===== src/rtl/brq_pkg.sv =====
// Shared types and limits for the brq instruction-fetch responder.
//   imem_rsp_t                 : one response beat {valid, err, rdata}
//   IMEM_MAX_OUTSTANDING_LIMIT : upper bound on granted-but-unanswered requests
//   IMEM_CNT_W                 : width of the outstanding counter
package brq_pkg;

  typedef struct packed {
    logic        valid;
    logic        err;
    logic [31:0] rdata;
  } imem_rsp_t;

  localparam int unsigned IMEM_MAX_OUTSTANDING_LIMIT = 4;
  localparam int unsigned IMEM_CNT_W = $clog2(IMEM_MAX_OUTSTANDING_LIMIT + 1);

endpackage


===== src/rtl/brq_imem_responder_if.sv =====
// Instruction-fetch bus between the core fetch unit (master) and a responder (slave).
//   req/addr   : fetch request and byte address (master -> slave)
//   gnt        : request accepted this cycle (slave -> master)
//   rvalid/rdata/err : in-order response beat (slave -> master)
interface brq_imem_responder_if;

  logic        req;
  logic [31:0] addr;
  logic        gnt;
  logic        rvalid;
  logic [31:0] rdata;
  logic        err;

  modport master (output req, output addr, input gnt, input rvalid, input rdata, input err);
  modport slave  (input req, input addr, output gnt, output rvalid, output rdata, output err);

endinterface


===== src/rtl/brq_imem_resp_pipe.sv =====
// Fixed-depth shift line of response beats that adds Depth cycles of latency.
//   clk_i  : clock
//   rst_i  : synchronous active-high flush of every stage
//   rsp_i  : beat entering the line
//   rsp_o  : beat leaving the line, Depth cycles later
module brq_imem_resp_pipe
  import brq_pkg::*;
#(
  parameter int unsigned Depth = 1
) (
  input  logic      clk_i,
  input  logic      rst_i,
  input  imem_rsp_t rsp_i,
  output imem_rsp_t rsp_o
);

  imem_rsp_t stage_q [Depth];

  // Shift line; reset drops every in-flight beat
  always_ff @(posedge clk_i) begin
    if (rst_i) begin
      for (int i = 0; i < int'(Depth); i++) begin
        stage_q[i] <= '0;
      end
    end else begin
      stage_q[0] <= rsp_i;
      for (int i = 1; i < int'(Depth); i++) begin
        stage_q[i] <= stage_q[i-1];
      end
    end
  end

  assign rsp_o = stage_q[Depth-1];

endmodule


===== src/rtl/brq_imem_responder.sv =====
// Slave end of the core instruction-fetch bus backed by a 1-cycle single-port SRAM.
// Grants requests up to MaxOutstanding in flight, answers in order after
// 1+ExtraLatency cycles, and flags addresses outside the RAM window as bus errors.
//   clk_i, rst_i   : clock, synchronous active-high reset
//   instr_bus      : fetch bus, slave side (req/addr in; gnt/rvalid/rdata/err out)
//   gnt_stall_i    : holds off grants while high
//   mem_req_o      : SRAM read enable
//   mem_addr_o     : SRAM word index
//   mem_rdata_i    : SRAM read data, valid the cycle after mem_req_o
//   busy_o         : at least one request outstanding
module brq_imem_responder
  import brq_pkg::*;
#(
  parameter logic [31:0] BaseAddr       = 32'h0008_0000,
  parameter int unsigned MemSizeBytes   = 4096,
  parameter int unsigned MaxOutstanding = 2,
  parameter int unsigned ExtraLatency   = 0,
  localparam int unsigned AW            = $clog2(MemSizeBytes / 4)
) (
  input  logic                  clk_i,
  input  logic                  rst_i,
  brq_imem_responder_if.slave   instr_bus,
  input  logic                  gnt_stall_i,
  output logic                  mem_req_o,
  output logic [AW-1:0]         mem_addr_o,
  input  logic [31:0]           mem_rdata_i,
  output logic                  busy_o
);

  logic [IMEM_CNT_W-1:0] cnt_q, cnt_d;
  logic                  s0_valid_q, s0_err_q;
  logic [31:0]           offset;
  logic                  in_range;
  logic                  gnt;
  imem_rsp_t             s0_rsp;
  imem_rsp_t             out_rsp;

  // Window check; the >= term stops a wrapped subtraction from looking in range
  assign offset   = instr_bus.addr - BaseAddr;
  assign in_range = (instr_bus.addr >= BaseAddr) && (offset < 32'(MemSizeBytes));

  // A response retiring this cycle frees its slot for a same-cycle grant
  assign gnt = instr_bus.req & ~gnt_stall_i & ~rst_i &
               ((cnt_q < IMEM_CNT_W'(MaxOutstanding)) | out_rsp.valid);

  assign mem_req_o  = gnt & in_range;
  assign mem_addr_o = offset[AW+1:2];

  // Stage 0: remember that a grant happened and whether it missed the window
  always_ff @(posedge clk_i) begin
    if (rst_i) begin
      s0_valid_q <= 1'b0;
      s0_err_q   <= 1'b0;
    end else begin
      s0_valid_q <= gnt;
      s0_err_q   <= gnt & ~in_range;
    end
  end

  // SRAM data lands the cycle after the read; errored or idle beats carry zero
  always_comb begin
    s0_rsp       = '0;
    s0_rsp.valid = s0_valid_q;
    s0_rsp.err   = s0_err_q;
    s0_rsp.rdata = (s0_valid_q & ~s0_err_q) ? mem_rdata_i : 32'h0;
  end

  if (ExtraLatency == 0) begin : g_direct
    assign out_rsp = s0_rsp;
  end else begin : g_pipe
    brq_imem_resp_pipe #(
      .Depth (ExtraLatency)
    ) u_resp_pipe (
      .clk_i (clk_i),
      .rst_i (rst_i),
      .rsp_i (s0_rsp),
      .rsp_o (out_rsp)
    );
  end

  // Outstanding count: +1 per grant, -1 per response
  always_comb begin
    cnt_d = cnt_q;
    case ({gnt, out_rsp.valid})
      2'b10:   cnt_d = cnt_q + IMEM_CNT_W'(1);
      2'b01:   cnt_d = cnt_q - IMEM_CNT_W'(1);
      default: cnt_d = cnt_q;
    endcase
  end

  always_ff @(posedge clk_i) begin
    if (rst_i) begin
      cnt_q <= '0;
    end else begin
      cnt_q <= cnt_d;
    end
  end

  assign instr_bus.gnt    = gnt;
  assign instr_bus.rvalid = out_rsp.valid;
  assign instr_bus.rdata  = out_rsp.rdata;
  assign instr_bus.err    = out_rsp.err;
  assign busy_o           = (cnt_q != '0);

  // Bookkeeping invariants
  always_ff @(posedge clk_i) begin
    if (!rst_i) begin
      assert (cnt_q <= IMEM_CNT_W'(MaxOutstanding));
      assert (!out_rsp.valid || (cnt_q != '0));
      assert (!gnt || instr_bus.req);
    end
  end

endmodule

===== src/flat_wrapper.sv =====
// flat-port wrapper written by rule: the top's interface ports become plain ports
module brq_imem_responder_flat import brq_pkg::*;
#(
  parameter logic [31:0] BaseAddr       = 32'h0008_0000,
  parameter int unsigned MemSizeBytes   = 4096,
  parameter int unsigned MaxOutstanding = 2,
  parameter int unsigned ExtraLatency   = 0,
  localparam int unsigned AW            = $clog2(MemSizeBytes / 4)
)
  (clk_i, rst_i, gnt_stall_i, mem_req_o, mem_addr_o, mem_rdata_i, busy_o, instr_bus_req, instr_bus_addr, instr_bus_gnt, instr_bus_rvalid, instr_bus_rdata, instr_bus_err);
  brq_imem_responder_if instr_bus_i ();
  input  logic clk_i;
  input  logic rst_i;
  input  logic gnt_stall_i;
  output logic mem_req_o;
  output logic [AW-1:0] mem_addr_o;
  input  logic [31:0] mem_rdata_i;
  output logic busy_o;
  input wire logic [$bits(instr_bus_i.req)-1:0] instr_bus_req;
  input wire logic [$bits(instr_bus_i.addr)-1:0] instr_bus_addr;
  output wire logic [$bits(instr_bus_i.gnt)-1:0] instr_bus_gnt;
  output wire logic [$bits(instr_bus_i.rvalid)-1:0] instr_bus_rvalid;
  output wire logic [$bits(instr_bus_i.rdata)-1:0] instr_bus_rdata;
  output wire logic [$bits(instr_bus_i.err)-1:0] instr_bus_err;
  assign instr_bus_i.req = instr_bus_req;
  assign instr_bus_i.addr = instr_bus_addr;
  assign instr_bus_gnt = instr_bus_i.gnt;
  assign instr_bus_rvalid = instr_bus_i.rvalid;
  assign instr_bus_rdata = instr_bus_i.rdata;
  assign instr_bus_err = instr_bus_i.err;
  brq_imem_responder #(.BaseAddr(BaseAddr), .MemSizeBytes(MemSizeBytes), .MaxOutstanding(MaxOutstanding), .ExtraLatency(ExtraLatency)) u_core (.clk_i(clk_i), .rst_i(rst_i), .instr_bus(instr_bus_i), .gnt_stall_i(gnt_stall_i), .mem_req_o(mem_req_o), .mem_addr_o(mem_addr_o), .mem_rdata_i(mem_rdata_i), .busy_o(busy_o));
endmodule

===== config.mk =====
export PLATFORM = sky130hd
export DESIGN_NAME = brq_imem_responder_flat
export DESIGN_NICKNAME = d
export VERILOG_FILES = /design/src/rtl/brq_pkg.sv /design/src/rtl/brq_imem_responder_if.sv /design/src/rtl/brq_imem_resp_pipe.sv /design/src/rtl/brq_imem_responder.sv /design/src/flat_wrapper.sv
export SDC_FILE = /design/constraint.sdc
export NUM_CORES = 1
export LEC_CHECK = 0
export CAP_MARGIN = 5
export CORE_ASPECT_RATIO = 2
export CORE_MARGIN = 2
export CORE_UTILIZATION = 21
export DETAILED_ROUTE_END_ITERATION = 12
export PLACE_DENSITY = 0.86
export SETUP_SLACK_MARGIN = 0.05
export SLEW_MARGIN = 20
export SYNTH_ARGS = -nofsm -noshare
export SYNTH_HDL_FRONTEND = slang
export SYNTH_HIERARCHICAL = 1
export SYNTH_SLANG_ARGS = --single-unit

===== constraint.sdc =====
create_clock -name clk_i -period 2.4 [get_ports clk_i]
set_clock_uncertainty 0.15 [all_clocks]
set_input_delay 0.48 -clock clk_i [delete_from_list [all_inputs] [get_ports clk_i]]
set_output_delay 0.48 -clock clk_i [all_outputs]
set_load 0.01 [all_outputs]

==> flow_summary.yaml <==
sta:
  hold_viol: 0
  fin_crit_ns: 2.476
  fin_ws_ns: -0.07628
  post-route-period-util: 1.032
  fmax_mhz: 403.8
  rsz0062_at_grt: "true"
  slew_violations: 0
  setup_viol: 1
  relSlewSlack: 0.7524
  tightest_slew_ns: 0.3687
layout:
  post-route-util: 0.5759
  area_growth_pct: 165.6
  fillers: 273
  drive_gt1_frac: 0.2396
  regArea_um2: 101.3
  multiInputGateArea_um2: 578.1
  antennaDiodeCount: 0
  fin_cells: 223
  fin_nets: 264
min_path:
  hold_path_depth: 2
  hp-class: "register to register"
power:
  p_switching_mw: 0.1302
  pwr-share-seq: 0.194
  peakVddDrop_v: 0.0003608
  p_leak_nw: 0.8068
  pwr-share-clk: 0.331
  p_per_area_nw_per_um2: 266.3
  p_comb_frac: 0.474
  internal_power_mw: 0.3539
  p_sw_frac: 0.2690
clocking:
  path_clk_slew_ns: 0.03
  clock_latency_ns: 0.23
  cts_max_level: 1
  cts_buffers: 3
  clock_path_buffers: 2
  cts_root_buf: "clkbuf_8"
  clock-sinks: 5
  tritoncts: "built"
  hold_buffers: 0
worst_setup_path:
  path_class: "primary input to output port"
  end_kind: "output port"
  cp.required_ns: 1.77
  critPathMaxFanout: 3
  cp-start-kind: "primary input"
  arrival_ns: 1.85
  ff2ff_path_depth: 9
synth:
  synthCells: 93
  netlist_area_um2: 684.4
  syn_area_per_cell_um2: 7.359
  syn_nets: 164
  ys_seq_elements: 5
  yosysWarnings: 6
  ys_seq_area_frac: 0.1463
  ys_types: 26
global_route:
  grt-ovfl-total: 0
  grt_antenna_before_repair: 0
  grt_pass1_wl_um: 4381
  grt_max_degree: 16
  grt_pass1_vias: 1068
  grtUsageTotal: 0.1540
routing:
  drc: 0
  drt_first_pass_iters: 4
  antenna_left: 0
  via_count: 1022
  wl_um: 2891
  dr.first_iter.drc_count: 5
  via_per_inst: 4.583
  wire_per_inst_um: 12.96
placement:
  dp_hpwl_um: 2234
  dp.cells: 213
  pre_cts_slack_ns: -0.9218
  port_buffers: 92
  place_congestion: 0.7281
die:
  core_um2: 3157
  io_pins: 115
  fp.dieW_um: 44.37
  die_area_um2: 3759
  fp.dieH_um: 84.74
  start_util: 0.2168
  rows: 29
flow_run:
  maxCapViolations: 0
status:
  outcome: "finished, violations left"
  violations: "setup timing"
==> kinds of logic (layout without fill, tap and decap cells) <==
kind of cell / after synthesis / after routing / synth area share
and+or+nand+nor: 53 / 53 / 0.4881
buffers and inverters: 20 / 119 / 0.1645
AOI/OAI and AO/OA: 8 / 8 / 0.08410
DFF: 5 / 5 / 0.1463
xor gates and xnor gates: 4 / 4 / 0.05120
adders and majority gates: 3 / 3 / 0.06581
==> layout make-up <==
class	instances	area share
Clock buffer	4	0.02478
Inverter	7	0.01445
Multi-Input combinational cell	68	0.3180
Sequential cell	5	0.05575
Tap cell	31	0.02134
Timing Repair Buffer	108	0.5657
==> layout by cell type, fill, tap and decap left out, drive strengths merged <==
master and n:
nor4b 1, or3 2, xor2 2, dlygate4sd2 8, o31ai 1, o21ai 1, o311a 1, nand2 1
clkbuf 7, clkdlybuf4s50 68, buf 20, nor3 1, nor2b 1, nor2 7, a21oi 2, inv 7
dfxtp 5, o31a 1, a211o 1, fa 1, xnor2 2, clkdlybuf4s15 3, o211ai 1, and2 32
dlymetal6s2s 6, ha 2, nor4 3, nand4b 2, nand3 3
==> registers in the layout, summed over array words and instances (netlist names) <==
name                     flops
u_core/instr_bus.err         1
u_core/cnt_q                 3
u_core/instr_bus.rvalid      1
==> synth_stat cells (all sizes together) <==
cell | number | area [um^2]
nor2 | 7 | 26.28
o31ai | 1 | 7.510
buf | 10 | 75.07
fa | 1 | 20.02
o21ai | 1 | 5.000
o211ai | 1 | 7.510
nand2 | 1 | 3.750
nor4b | 1 | 8.760
a211o | 1 | 8.760
a21oi | 2 | 10.01
dfxtp | 5 | 100.1
o31a | 1 | 8.760
xor2 | 2 | 17.52
o311a | 1 | 10.01
nor3 | 1 | 10.01
xnor2 | 2 | 17.52
inv | 7 | 26.28
or3 | 2 | 12.51
nand4b | 2 | 17.52
nor4 | 3 | 33.78
clkbuf | 3 | 11.26
ha | 2 | 25.02
nor2b | 1 | 6.260
nand3 | 3 | 15.01
and2 | 32 | 200.2
==> stage by stage <==
step           setup TNS (ns)  hold slack, ns  cell area, um^2  power (mW)
2_1_floorplan               0          0.3025            690.7      0.1701
6_report             -0.07628          0.3777             1818      0.4841
3_5_place_dp           -1.506          0.3412             1639      0.3091
4_1_cts               -0.1131          0.3723             1743      0.4765
3_3_place_gp           -1.300          0.3163             1639      0.3040
5_1_grt               -0.1346          0.4167             1818      0.5087
==> repair_timing <==
action | CTS | global route
hold endpoints to repair | 0 | 0
setup endpoints to repair | 32 | 31
resized for setup | 51 | 22
gates cloned | 1 | 0
buffers inserted | 4 | 1
pin swaps | 14 | 9
==> critical path, stage by stage <==
cell and delay, ns:
clkdlybuf4s15_2 0.28, nor3_4 0.07, buf_4 0.14, a211o_1 0.28
o311a_1 0.17, nor4_4 0.25, buf_2 0.16
==> metal layers <==
layer | GRT usage | wire, um | vias to the layer above
li1 | - | - | 490
met5 | 0 | 0 | -
met3 | 0.05806 | 318 | 10
met4 | 0.09642 | 93 | 0
met1 | 0.1276 | 878 | 450
met2 | 0.2821 | 1601 | 72
==> power by group through the flow <==
stage | clock network (mW) | registers [mW] | logic (mW)
2_1_floorplan | 0 | 0.0941 | 0.0760
3_3_place_gp | 0 | 0.0942 | 0.210
3_5_place_dp | 0 | 0.0942 | 0.215
4_1_cts | 0.163 | 0.0934 | 0.220
5_1_grt | 0.168 | 0.0948 | 0.246
6_report | 0.160 | 0.0941 | 0.230
==> final timing paths <==
| kind | start | end | slack, ns |
|---|---|---|---|
| worst max-delay path | instr_bus_addr[21] | mem_req_o | -0.08 |
| worst min-delay path | u_core/cnt_q[2] | u_core/cnt_q[2] | 0.38 |
| worst max register to register | u_core/cnt_q[1] | u_core/cnt_q[2] | 0.14 |
| worst min register to register | u_core/cnt_q[2] | u_core/cnt_q[2] | 0.38 |
Note: power is estimated with default switching activity, not from simulation.
